--- src/rtl/threshold_monitor_16bit.sv ---
// threshold_monitor_16bit: classifies samples against thr_lo/thr_hi, debounces and commits a zone.
// Ports: clk, rst (sync active-high); sample_valid/sample in; thr_hi/thr_lo thresholds;
// clear_count zeroes event_count; zone/zone_valid committed zone; change_pulse one-cycle
// commit-change strobe; event_count saturating change count.
// THRESHOLD_MONITOR_STICKY_EN adds sticky seen_above/seen_below outputs.
module threshold_monitor_16bit #(
  parameter int WIDTH    = 16,
  parameter int DEBOUNCE = 4
) (
  input  logic             clk,
  input  logic             rst,
  input  logic             sample_valid,
  input  logic [WIDTH-1:0] sample,
  input  logic [WIDTH-1:0] thr_hi,
  input  logic [WIDTH-1:0] thr_lo,
  input  logic             clear_count,
`ifdef THRESHOLD_MONITOR_STICKY_EN
  output logic             seen_above,
  output logic             seen_below,
`endif
  output logic [1:0]       zone,
  output logic             zone_valid,
  output logic             change_pulse,
  output logic [15:0]      event_count
);
  localparam int CW = $clog2(DEBOUNCE + 1);
  localparam logic [1:0] BELOW = 2'b00, INSIDE = 2'b01, ABOVE = 2'b10;
  localparam logic [CW-1:0] RUN_MAX = CW'(DEBOUNCE);
  logic [1:0]    r_cand;
  logic [CW-1:0] r_run;
  logic [1:0]    w_raw;
  logic [CW-1:0] w_run_next;
  logic          w_commit;
  logic          w_change;
  always_comb begin
    w_raw      = (sample > thr_hi) ? ABOVE : (sample < thr_lo) ? BELOW : INSIDE;
    w_run_next = (w_raw != r_cand) ? CW'(1) : (r_run == RUN_MAX) ? r_run : r_run + 1'b1;
    w_commit   = sample_valid && (w_run_next == RUN_MAX);
    // the committed zone is always the raw class: a commit implies raw == new candidate
    w_change   = w_commit && (!zone_valid || (w_raw != zone));
  end
  always_ff @(posedge clk) begin
    if (rst) begin
      r_cand       <= INSIDE;
      r_run        <= '0;
      zone         <= INSIDE;
      zone_valid   <= 1'b0;
      change_pulse <= 1'b0;
      event_count  <= '0;
    end else begin
      if (sample_valid) begin
        r_cand <= w_raw;
        r_run  <= w_run_next;
      end
      if (w_commit) begin
        zone       <= w_raw;
        zone_valid <= 1'b1;
      end
      change_pulse <= w_change;
      event_count  <= clear_count ? {15'd0, w_change} :
                      (w_change && event_count != 16'hFFFF) ? event_count + 16'd1 : event_count;
    end
  end
`ifdef THRESHOLD_MONITOR_STICKY_EN
  always_ff @(posedge clk) begin
    if (rst) begin
      seen_above <= 1'b0;
      seen_below <= 1'b0;
    end else begin
      seen_above <= (w_commit && w_raw == ABOVE) || (seen_above && !clear_count);
      seen_below <= (w_commit && w_raw == BELOW) || (seen_below && !clear_count);
    end
  end
`endif
endmodule

--- config.mk ---
export PLATFORM = sky130hd
export DESIGN_NAME = threshold_monitor_16bit
export DESIGN_NICKNAME = d
export VERILOG_FILES = /design/src/rtl/threshold_monitor_16bit.sv
export SDC_FILE = /design/constraint.sdc
export NUM_CORES = 1
export LEC_CHECK = 0
export BUFFER_PORTS_ARGS = -buffer_cell sky130_fd_sc_hd__buf_2
export CELL_PAD_IN_SITES_DETAIL_PLACEMENT = 1
export CELL_PAD_IN_SITES_GLOBAL_PLACEMENT = 2
export CORE_MARGIN = 4
export CORE_UTILIZATION = 30
export CTS_CLUSTER_SIZE = 10
export DETAILED_ROUTE_END_ITERATION = 8
export PLACE_DENSITY_LB_ADDON = 0.1
export SKIP_LAST_GASP = 1
export SLEW_MARGIN = 20
export SYNTH_ARGS = -nofsm -noshare
export SYNTH_HDL_FRONTEND = slang
export SYNTH_SLANG_ARGS = --single-unit
--- constraint.sdc ---
create_clock -name clk -period 8.3 [get_ports clk]
set_clock_uncertainty 0.1 [all_clocks]
set_input_delay 0.415 -clock clk [delete_from_list [all_inputs] [get_ports clk]]
set_output_delay 0.415 -clock clk [all_outputs]
set_load 0.005 [all_outputs]
==> flow_metrics.py <==
metrics = {
    "timing": {
        "min_period_ns": 3.31,
        "finalMaxSlewViolations": 0,
        "fmax_mhz": 302,
        "holdWs_ns": 0.357,
        "grt_setup_unrepaired": "false",
        "fin_crit_sh": 0.399,
        "finalHoldViolations": 0,
        "setup_viol": 0,
        "maxSlewHeadroom": 0.525,
        "fin_tns_setup_ns": 0,
        "worstMarginPinSlew_ns": 0.708,
    },
    "layout": {
        "nets": 418,
        "utilization": 0.377,
        "n_antenna_cell": 0,
        "instances_no_fill": 411,
        "area_growth_pct": 22.4,
        "drive_gt1_frac": 0.257,
        "design_area_um2": 2550,
    },
    "floorplanning": {
        "io_pins": 72,
        "dieArea_um2": 8340,
        "coreArea_um2": 6760,
        "die_x_um": 91.3,
        "fp.dieH_um": 91.3,
        "row_count": 30,
        "initial_utilization": 0.308,
    },
    "setup_path": {
        "startpoint_type": "input pin",
        "r2r_start": "r_run[0]$_SDFFE_PP0P_",
        "cpPeakStageDelay_ns": 0.61,
        "crit_buf_inv": 1,
        "path_cells": "buf_2 > ha_1 > nand4_1 > o311a_1 > o41ai_4 > xor2_1 > o2bb2ai_2 > nand2_1 > a2111oi_1 > a32o_1",
        "end_kind": "register",
        "critPathKind": "in -> reg",
        "cp_max_fo": 14,
        "cp.arrival_ns": 3.42,
        "cp-startpoint": "sample[6]",
        "critPathRequiredTime_ns": 8.41,
        "path_delay_family": "compound AO/OA/AOI/OAI gates",
        "critPathSlowestCell": "o2bb2ai_2",
    },
    "logic_synthesis": {
        "synth_top_area_share": 0.240,
        "synth_compound_area_frac": 0.182,
        "netlist_instances": 263,
        "synth-edff-count": 0,
        "synth_area_um2": 2080,
        "synth_fp_nets": 349,
        "ys_top_cells_by_area": "dfxtp_1 24%, ha_1 20%, inv_1 7.2%",
        "yosys_warnings": 0,
        "yosys.cell_types.count": 48,
        "avgSynthCellArea_um2": 7.92,
        "ys_ff_latch": 25,
        "synth-seq-area-share": 0.240,
        "synth_fa_ha_area_frac": 0.204,
        "synth_flop_cell": "dfxtp_1",
        "synth.mux.area_fraction": 0.0102,
        "synthTopCellsByCount": "40 x inv_1, 34 x ha_1, 25 x dfxtp_1",
        "synthArstFlopShare": 0,
        "synth_top_family_by_area": "simple AND/OR/NAND/NOR gates",
        "synth_xor_area_frac": 0.0421,
        "synth_top_area_cell": "dfxtp_1",
        "yosysMostFrequentCell": "inv_1",
        "synth-simple-area-share": 0.233,
    },
    "grt": {
        "grt_pass1_vias": 2038,
        "antenna_found_initial": 0,
        "grt_max_degree": 15,
        "grt.total_usage": 0.128,
        "overflow": 0,
        "grt_pass1_wl_mm": 9.06,
    },
    "drt": {
        "detail-route-antenna-nets": 0,
        "viasPerCell": 4.87,
        "drt-wirelength-per-cell_um": 12.8,
        "routed_wl_mm": 5.28,
        "drtIter0Drc": 32,
        "drc": 0,
        "drt_pass1_iterations": 4,
        "via_count": 2002,
    },
    "clock_tree": {
        "cts_tree": "yes",
        "numCtsBuffers": 3,
        "postCtsHoldBufs": 0,
        "postCtsSetupRepairBufs": 0,
        "clk_pin_slew_ns": 0.09,
        "cts_sinks": 25,
        "cts_max_level": 1,
        "cts_buffer_depth": 2,
        "cts_resized": 0,
        "clk_latency_ns": 0.27,
        "root_buffer": "clkbuf_8",
    },
    "place": {
        "place_hpwl_mm": 4.51,
        "routabilityCongestion": 0.726,
        "place_inst": 407,
        "place_area_um2": 2500,
        "place.port_buffers": 71,
    },
    "hold_path": {
        "worstHoldStart": "rst",
        "hold_class": "in -> reg",
    },
    "run_status": {
        "status": "finished, final reports clean",
    },
    "run": {
        "drv_cap": 0,
    },
    "power_and_ir_drop": {
        "vdd_drop_max_v": 0.0000424,
        "cellLeakagePower_nw": 1.25,
        "p_per_area_nw_per_um2": 105,
    },
}
==> final timing paths <==
kind / endpoint / slack (ns) / cells past startpoint
min reg2reg: zone_valid$_SDFFE_PP0P_ / 0.40 / 2
max reg2reg: event_count[13]$_SDFFE_PP0P_ / 5.15 / 11
min: r_run[0]$_SDFFE_PP0P_ / 0.36 / 2
max: event_count[0]$_SDFFE_PP0P_ / 4.99 / 10
==> power breakdown <==
group          internal, mW  switching, mW  leakage (nW)
Combinational        0.0329         0.0394          1.03
Clock                0.0343         0.0384        0.0228
Sequential            0.121        0.00191         0.202
Total                 0.189         0.0797          1.25
==> worst reg2reg max path, stage by stage (launching register included) <==
cell	delay, ns
dfxtp_1	0.47
inv_1	0.07
ha_1	0.24
nor2_1	0.10
mux2_2	0.15
a21oi_1	0.06
nor3b_1	0.43
nand2_1	0.17
a311oi_4	0.51
nand3_4	0.23
or3_1	0.41
a21oi_1	0.14
==> through the flow <==
| step | setup slack (ns) | power, mW |
|---|---|---|
| 2_1_floorplan | 5.19 | 0.173 |
| 3_3_place_gp | 4.70 | 0.198 |
| 3_5_place_dp | 4.68 | 0.200 |
| 4_1_cts | 4.95 | 0.275 |
| 5_1_grt | 4.78 | 0.288 |
| 6_report | 4.99 | 0.268 |
==> cell usage in the layout, fill, tap and decap left out, drive strengths merged, types with 2 or more instances in the layout <==
master,instances
buf,71
inv,40
ha,34
dfxtp,25
nand2,24
a21oi,23
nor2,20
o21ai,13
nand4,12
xor2,8
nand3,7
and3,6
or3,6
clkbuf,4
nor3,3
and2,3
o21a,2
nand2b,2
a21o,2
xnor2,2
a211o,2
or2,2
or4,2
a2111oi,2
==> metal layers <==
layer,wire [um],GRT usage
met5,0,0
met4,42,0.0314
met3,242,0.0141
met2,2510,0.225
met1,2480,0.166
==> cell families after synthesis <==
family,count (synthesis)
xor+xnor,10
buf+inv,47
simple gates,92
mux,2
fa+ha+maj,34
flops,25
compound gates,53
==> final cells by class <==
class                      count  area [um2]
clock buffer                   4        45.0
tap                           80         100
fill                         874        4210
sequential                    25         500
timing repair buffer          71         355
inverter                      40         150
multi-input combinational    191        1400
==> sequential cells by signal, indices dropped and copies added, names as in the netlist <==
name          count
change_pulse      1
event_count      16
r_cand            2
r_run             3
zone              2
zone_valid        1
No activity file was read; power rests on OpenSTA's default activity.
